==> src/rtl/ps2_frame_rx.sv <==
// ps2_frame_rx: PS/2 device-to-host frame receiver.
// Raw ps2_clk/ps2_data are double-flopped, ps2_clk is glitch filtered, and
// 11-bit frames (start, 8 data LSB first, odd parity, stop) are deserialised.
// Good bytes update rx_byte and the 16-bit keycode history; bad frames raise
// one-cycle error strobes. Stalled frames are aborted after TIMEOUT_CYC cycles.
// Optional feature macro: PS2_RX_ERRCNT_EN (saturating error counter on err_count).
module ps2_frame_rx #(
  parameter int FILTER_LEN  = 8,
  parameter int TIMEOUT_CYC = 200000
) (
  input  logic        clk,
  input  logic        rst,
  input  logic        ps2_clk,
  input  logic        ps2_data,
  output logic [15:0] keycode,
  output logic [7:0]  rx_byte,
  output logic        byte_valid,
  output logic        parity_err,
  output logic        frame_err,
  output logic [7:0]  err_count
);

  localparam int FW = (FILTER_LEN  > 1) ? $clog2(FILTER_LEN + 1)  : 1;
  localparam int TW = (TIMEOUT_CYC > 1) ? $clog2(TIMEOUT_CYC + 1) : 1;

  typedef enum logic [1:0] {
    S_IDLE   = 2'd0,
    S_DATA   = 2'd1,
    S_PARITY = 2'd2,
    S_STOP   = 2'd3
  } state_t;

  // odd parity: data bits plus parity bit must hold an odd number of ones
  function automatic logic parity_ok(input logic [7:0] data, input logic par);
    return ^{data, par};
  endfunction

  logic          r_clk_s1, r_clk_s2, r_dat_s1, r_dat_s2;
  logic [FW-1:0] r_fcnt;
  logic          r_filt, r_filt_d;
  state_t        r_state, w_state_nxt;
  logic [2:0]    r_bitcnt, w_bitcnt_nxt;
  logic [7:0]    r_shift, w_shift_nxt;
  logic          r_par, w_par_nxt;
  logic [TW-1:0] r_to_cnt, w_to_nxt;
  logic          w_fall;
  logic          w_good, w_perr, w_ferr;
  logic [15:0]   r_keycode;
  logic [7:0]    r_rx_byte;
  logic          r_byte_valid, r_parity_err, r_frame_err;

  // two-stage synchronisers for both PS/2 pins (idle-high reset value)
  always_ff @(posedge clk or posedge rst) begin
    if (rst) begin
      r_clk_s1 <= 1'b1;
      r_clk_s2 <= 1'b1;
      r_dat_s1 <= 1'b1;
      r_dat_s2 <= 1'b1;
    end else begin
      r_clk_s1 <= ps2_clk;
      r_clk_s2 <= r_clk_s1;
      r_dat_s1 <= ps2_data;
      r_dat_s2 <= r_dat_s1;
    end
  end

  // glitch filter: follow the synchronised clock only after FILTER_LEN stable cycles
  always_ff @(posedge clk or posedge rst) begin
    if (rst) begin
      r_fcnt   <= '0;
      r_filt   <= 1'b1;
      r_filt_d <= 1'b1;
    end else begin
      r_filt_d <= r_filt;
      if (r_clk_s2 != r_filt) begin
        if (r_fcnt == FW'(FILTER_LEN - 1)) begin
          r_filt <= r_clk_s2;
          r_fcnt <= '0;
        end else begin
          r_fcnt <= r_fcnt + FW'(1);
        end
      end else begin
        r_fcnt <= '0;
      end
    end
  end

  assign w_fall = r_filt_d & ~r_filt;

  // FSM state, shift register and timeout counter
  always_ff @(posedge clk or posedge rst) begin
    if (rst) begin
      r_state  <= S_IDLE;
      r_bitcnt <= 3'd0;
      r_shift  <= 8'd0;
      r_par    <= 1'b0;
      r_to_cnt <= '0;
    end else begin
      r_state  <= w_state_nxt;
      r_bitcnt <= w_bitcnt_nxt;
      r_shift  <= w_shift_nxt;
      r_par    <= w_par_nxt;
      r_to_cnt <= w_to_nxt;
    end
  end

  // next-state logic: a falling edge always wins over timeout expiry
  always_comb begin
    w_state_nxt  = r_state;
    w_bitcnt_nxt = r_bitcnt;
    w_shift_nxt  = r_shift;
    w_par_nxt    = r_par;
    w_to_nxt     = r_to_cnt;
    w_good       = 1'b0;
    w_perr       = 1'b0;
    w_ferr       = 1'b0;
    if (r_state == S_IDLE) begin
      w_to_nxt = '0;
      if (w_fall && !r_dat_s2) begin
        w_state_nxt  = S_DATA;
        w_bitcnt_nxt = 3'd0;
      end else begin
        w_state_nxt = S_IDLE;
      end
    end else if (!w_fall) begin
      if (r_to_cnt == TW'(TIMEOUT_CYC - 1)) begin
        w_ferr      = 1'b1;
        w_state_nxt = S_IDLE;
        w_to_nxt    = '0;
      end else begin
        w_to_nxt = r_to_cnt + TW'(1);
      end
    end else begin
      w_to_nxt = '0;
      case (r_state)
        S_DATA: begin
          w_shift_nxt  = {r_dat_s2, r_shift[7:1]};
          w_bitcnt_nxt = r_bitcnt + 3'd1;
          if (r_bitcnt == 3'd7) begin
            w_state_nxt = S_PARITY;
          end else begin
            w_state_nxt = S_DATA;
          end
        end
        S_PARITY: begin
          w_par_nxt   = r_dat_s2;
          w_state_nxt = S_STOP;
        end
        S_STOP: begin
          w_perr      = ~parity_ok(r_shift, r_par);
          w_ferr      = ~r_dat_s2;
          w_good      = parity_ok(r_shift, r_par) & r_dat_s2;
          w_state_nxt = S_IDLE;
        end
        default: begin
          w_state_nxt = S_IDLE;
        end
      endcase
    end
  end

  // registered result outputs and one-cycle strobes
  always_ff @(posedge clk or posedge rst) begin
    if (rst) begin
      r_keycode    <= 16'd0;
      r_rx_byte    <= 8'd0;
      r_byte_valid <= 1'b0;
      r_parity_err <= 1'b0;
      r_frame_err  <= 1'b0;
    end else begin
      r_byte_valid <= w_good;
      r_parity_err <= w_perr;
      r_frame_err  <= w_ferr;
      if (w_good) begin
        r_rx_byte <= r_shift;
        r_keycode <= {r_keycode[7:0], r_shift};
      end else begin
        r_rx_byte <= r_rx_byte;
        r_keycode <= r_keycode;
      end
    end
  end

  assign keycode    = r_keycode;
  assign rx_byte    = r_rx_byte;
  assign byte_valid = r_byte_valid;
  assign parity_err = r_parity_err;
  assign frame_err  = r_frame_err;

`ifdef PS2_RX_ERRCNT_EN
  logic [7:0] r_err_count;

  // saturating count of cycles carrying any error strobe
  always_ff @(posedge clk or posedge rst) begin
    if (rst) begin
      r_err_count <= 8'd0;
    end else if ((r_parity_err || r_frame_err) && (r_err_count != 8'd255)) begin
      r_err_count <= r_err_count + 8'd1;
    end else begin
      r_err_count <= r_err_count;
    end
  end

  assign err_count = r_err_count;
`else
  assign err_count = 8'd0;
`endif

endmodule

==> config.mk <==
export PLATFORM = sky130hd
export DESIGN_NAME = ps2_frame_rx
export DESIGN_NICKNAME = d
export VERILOG_FILES = /design/src/rtl/ps2_frame_rx.sv
export SDC_FILE = /design/constraint.sdc
export NUM_CORES = 1
export LEC_CHECK = 0
export ABC_AREA = 1
export CAP_MARGIN = 10
export CORE_ASPECT_RATIO = 1.75
export CORE_UTILIZATION = 40
export CTS_CLUSTER_DIAMETER = 200
export CTS_CLUSTER_SIZE = 10
export DETAILED_ROUTE_END_ITERATION = 8
export HOLD_SLACK_MARGIN = 0.15
export PLACE_DENSITY = 0.71
export SLEW_MARGIN = 20
export SYNTH_ARGS = -nofsm -noshare
export SYNTH_HDL_FRONTEND = slang
export SYNTH_SLANG_ARGS = --single-unit
==> constraint.sdc <==
create_clock -name clk -period 2.9 [get_ports clk]
set_input_delay 0.435 -clock clk [delete_from_list [all_inputs] [get_ports clk]]
set_output_delay 0.435 -clock clk [all_outputs]
set_load 0.02 [all_outputs]
### After elaboration in Yosys (flattened, before gate mapping)

Cells that the tools add are included.
Widths: inputs -> output; s select.

| storage, ports and cells | value |
|---|---|
| bits in registers | 69 |
| latch bits | 0 |
| RAM bits | 0 |
| bits in read-only memories | 0 |
| input bits | 4 |
| output and inout port bits | 35 |
| logic and storage cells | 70 |
| memories | 0 |

| operators by class | value |
|---|---|
| add/sub/neg operators | 3 |
| multiply operators | 0 |
| divide/modulo/power cells | 0 |
| magnitude comparators | 0 |
| eq/ne operators | 8 |
| shift operators | 0 |
| muxes and demuxes | 25 |
| bitwise logic cells | 6 |
| reduce and logical (&&, ||, !) cells | 11 |

Operators by type and width:

| cell | count |
|---|---|
| $mux 18 | 3 |
| $add 18x1->18 const B | 1 |
| $eq 18x18->1 const B | 1 |
| $mux 3 | 4 |
| $mux 1 | 11 |
| $reduce_and 3->1 | 3 |
| $reduce_xor 9->1 | 1 |
| $mux 2 | 4 |
| $mux 4 | 2 |
| $add 4x1->4 const B | 1 |
| $eq 2x2->1 const B | 2 |
| $eq 4x3->1 const B | 1 |
| $not 1->1 | 4 |
| $pmux 2 s2 | 1 |
| $reduce_bool 2->1 | 2 |
| $add 3x1->3 const B | 1 |
| $eq 3x3->1 const B | 1 |
| $reduce_bool 3->1 | 1 |
| $and 1x1->1 | 2 |
| $eq 2x1->1 const B | 1 |
| $logic_not 2->1 | 1 |
| $ne 2x1->1 const B | 1 |
| $reduce_and 2->1 | 1 |
| $logic_and 1x1->1 | 1 |
| 2 further kinds | 2 |

### Logic depth before layout (Yosys ltp)

| logic depth | value |
|---|---|
| depth in word-level cells | 5 |
| depth in mapped cells | 12 |
| gate-level depth less buffers | 11 |

### Worst setup path after synthesis

Ideal clock, no wire load.

| timing | value |
|---|---|
| path kind | register to register |
| from | reg r_state[0] |
| to | reg r_keycode[6], in the netlist keycode[6] |
| setup time | 0.117 ns |
| arrival time | 1.460 ns |
| data required time | 2.783 ns |
| path slack | 1.322 ns |
| stages on the path, launching flop included | 10 |
| path buffers | 1 |
| period minus slack after synthesis | 1.578 ns |
| cells stage by stage | dfrtp_1 inv_1 ha_1 nor2_8 nand2_2 nor2_8 nand3_4 buf_6 nand2_1 nand2_1 |

| between the ends | value |
|---|---|
| word-level cells in the longest chain between the ends | 4 |
| elaborated cells between the ends (all ways) | 5 |
| classes of those cells | eq/ne (1); mux (3); reduce/logical (1) |

RTL lines:

| what | RTL line | RTL |
|---|---|---|
| start: declaration | 41 | `state_t r_state, w_state_nxt;` |
| start signal: assignment | 99 | `r_state <= w_state_nxt;` |
| $eq 2x2->1 | 135 | `case (r_state)` |
| $mux 1 | 135 |  |
| $mux 1 | 125 | `end else if (!w_fall) begin` |
| $mux 1 (*) | 117 | `if (r_state == S_IDLE) begin` |
| end signal: assignment | 176 | `r_keycode <= {r_keycode[7:0], r_shift};` |
| end signal: assignment | 179 | `r_keycode <= r_keycode;` |
| end: declaration | 48 | `logic [15:0] r_keycode;` |

Mark *: on every way between the ends. The rest lies on a longest branch, timed or not.
A chain may end at the register's enable or synchronous reset.

### Worst setup path after layout

| timing | value |
|---|---|
| from | reg r_state[0] |
| to | reg r_keycode[14], in the netlist keycode[14] |

Same word-level chain as after synthesis.

==> impl_metrics.env <==
export IMPL_dr_pass1_iters=4
export IMPL_outcome="finished, final reports clean"
export IMPL_gr_total_overflow=0
export IMPL_synth_area_leader_cell="dfrtp_1"
export IMPL_fmax_mhz=551
export IMPL_slew_violations=0
export IMPL_cp_arrival_ns=2.03
export IMPL_seq_area_frac_synth_pct=49.5
export IMPL_initialDrtViolationCount=115
export IMPL_io_buffers=30
export IMPL_via_per_inst=4.89
export IMPL_synth_area_mux_share_pct=0.363
export IMPL_synthDominantCellAreaShare_pct=44.4
export IMPL_period_share_pct=62.5
export IMPL_slew_headroom_pct=60.5
export IMPL_drive_gt1_share_pct=10.3
export IMPL_syn_inst=368
export IMPL_path_class="reg2reg"
export IMPL_synth_simple_gate_area_share_pct=26.4
export IMPL_maxCapViolCount=0
export IMPL_p_per_area_nw_per_um2=567
export IMPL_power_mw=2.06
export IMPL_cts_hold_buf=0
export IMPL_synth_area_um2=3100
export IMPL_grt_first_pass_wirelength_mm=9.72
export IMPL_r2r_slack_ns=1.09
export IMPL_area_growth_pct=17.5
export IMPL_synth_compound_area_share_pct=7.39
export IMPL_ir_drop_v=0.000298
export IMPL_cts_repair_resized=0
export IMPL_end_kind="flip-flop"
export IMPL_clock_root_buffer="clkbuf_16"
export IMPL_cpPeakStageDelay_ns=0.40
export IMPL_r2r_start="r_state[0]"
export IMPL_multiInputGateArea_um2=1230
export IMPL_synth_area_leaders="dfrtp_1 44%, nand2_1 12%, inv_1 5.2%"
export IMPL_holdCritPathClass="reg2reg"
export IMPL_syn_avg_cell_area_um2=8.42
export IMPL_tns_ns=0
export IMPL_numCtsBuffers=9
export IMPL_cts_setup_buffers=0
export IMPL_std_cell_rows=42
export IMPL_track_usage_pct=16.3
export IMPL_vias=2386
export IMPL_synth_cell_types=34
export IMPL_num_antenna_cells=0
export IMPL_drc=0
export IMPL_grt_antenna_before_repair=0
export IMPL_register_area_um2=1530
export IMPL_final_antenna_net_count=0
export IMPL_grt_max_degree=30
export IMPL_rr_endpoint="keycode[14]"
export IMPL_cp_start_kind="flip-flop"
export IMPL_coreArea_um2=7510
export IMPL_synth_xor_area_share_pct=1.41
export IMPL_synthAdderAreaFrac_pct=3.23
export IMPL_die_width_um=68.5
export IMPL_initial_utilization_pct=41.2
export IMPL_rsz0062_at_grt="no"
export IMPL_hp_start="r_clk_s1"
export IMPL_clock_latency_ns=0.33
export IMPL_numClockSinks=61
export IMPL_die_height_um=118
export IMPL_cts_clk_slew_worst_paths_ns=0.05
export IMPL_path_cells="inv_1, ha_1, nor2_8, nand2_2, nor2_8, nand3_4, nand2_1, nand2_1"
export IMPL_p_leak_nw=1.78
export IMPL_gp_congestion=0.839
export IMPL_worst_r2r_path_depth=8
export IMPL_wl_per_cell_um=11.5
export IMPL_fillCellCount=740
export IMPL_cp_max_fo=17
export IMPL_slowest_stage="dfrtp_1"
export IMPL_ys_warn_count=0
export IMPL_ios=39
export IMPL_wirelength_mm=5.63
export IMPL_synth_seq_cells=61
export IMPL_die_area_um2=8120
export IMPL_worst_pin_slew_ns=0.591
export IMPL_whs_endpoint="r_clk_s2"
export IMPL_cts_max_level=3
export IMPL_ctsLongestPathBuffers=2
export IMPL_setup_violations=0
export IMPL_worstHoldPathCells=0
export IMPL_synth_top_family_by_area="simple AND/OR/NAND/NOR gates"
export IMPL_finalHoldViolCount=0
export IMPL_grt_pass1_vias=2287
export IMPL_utilization_pct=48.5
export IMPL_cp_required_ns=3.12
export IMPL_timing_final_crit_period_ns=1.81
export IMPL_finClkSkew_ns=0.00719
export IMPL_layout_nets=407
export IMPL_hpwl_mm=4.15
export IMPL_cts_tree="yes"
-- worst max-delay path by stage --
stage | start | cells after the start | endpoint | slack (ns)
6_report | r_state[0] | 8 | keycode[14] | 1.09
2_1_floorplan | rst | 1 | byte_valid | 0.96
4_1_cts | r_state[0] | 8 | keycode[12] | 1.07
5_1_grt | r_state[0] | 8 | keycode[1] | 0.91
3_5_place_dp | r_state[0] | 8 | keycode[8] | 1.08
3_3_place_gp | r_state[0] | 8 | keycode[8] | 1.13
-- state kept, by name (all words and copies together) (netlist names), 2 cells and up --
signal	cells
r_fcnt	4
r_shift	8
r_bitcnt	3
r_state	2
r_to_cnt	18
keycode	16
-- Yosys cell counts, drive strengths merged --
library cell  instances
nand2               102
dfrtp                55
inv                  47
nor2                 35
nand3                34
buf                  21
o21ai                19
a21oi                17
ha                    8
nor3                  8
dfstp                 6
xor2                  4
a31oi                 2
clkbuf                2
a22oi                 1
and2                  1
conb                  1
mux2                  1
nand4                 1
o211ai                1
o22ai                 1
xnor2                 1
-- through the flow --
stage	cells	setup WS, ns	cell area (um^2)	hold slack [ns]
after detailed placement	472	1.08	3370	0.348
after global routing	488	0.915	3640	0.357
after floorplan	375	0.962	3130	0.345
after global placement	472	1.13	3370	0.347
after CTS	488	1.07	3640	0.356
final	488	1.09	3640	0.354
-- critical path: cells and delay by family (launching register included) --
kind                     cells  cell delay (ns)
buffers and inverters        1             0.08
AND/OR/NAND/NOR              6             0.93
flip-flops                   1             0.40
adder cells (fa/ha/maj)      1             0.30
-- cell type report --
class / count / area share, %
flip-flops and latches: 61 / 42.1
multi-input cells: 244 / 33.8
repair buffers: 32 / 8.66
clock buffers: 14 / 7.25
inverters: 47 / 4.85
well taps: 88 / 3.02
clock inverters: 2 / 0.275
-- report_power, final --
part | internal, mW | switching, mW | total [mW]
Sequential | 0.900 | 0.0277 | 0.928
Clock | 0.620 | 0.341 | 0.961
Combinational | 0.0543 | 0.120 | 0.174
Total | 1.57 | 0.488 | 2.06
-- layout by cell type (no fill, tap or decap), drive strengths merged --
| cell | synthesis | routed |
|---|---|---|
| clkbuf | 2 | 14 |
| clkinv | 0 | 2 |
| nand3 | 34 | 34 |
| o22ai | 1 | 1 |
| nor2 | 35 | 35 |
| dfrtp | 55 | 55 |
| xor2 | 4 | 4 |
| inv | 47 | 47 |
| o21ai | 19 | 19 |
| nor3 | 8 | 8 |
| a31oi | 2 | 2 |
| o211ai | 1 | 1 |
| conb | 1 | 8 |
| a21oi | 17 | 17 |
| a22oi | 1 | 1 |
| ha | 8 | 8 |
| and2 | 1 | 1 |
| mux2 | 1 | 1 |
| xnor2 | 1 | 1 |
| dfstp | 6 | 6 |
| clkdlybuf4s50 | 0 | 30 |
| buf | 21 | 2 |
| nand4 | 1 | 1 |
| nand2 | 102 | 102 |
-- metal layers --
metal	wire length [um]	vias to the layer above	GRT usage [%]
met5	0	-	0
met2	3010	49	27.6
met3	209	12	5.21
met4	162	0	9.38
li1	-	1196	-
met1	2250	1129	16.8
-- cell families (layout without fill, tap and decap cells) --
family	count (synthesis)	after routing
xor+xnor	5	5
mux	1	1
buf+inv	70	95
flops	61	61
simple gates	181	181
compound gates	41	41
fa+ha+maj	8	8
other cells	1	8
No activity file was read; power rests on OpenSTA's default activity.
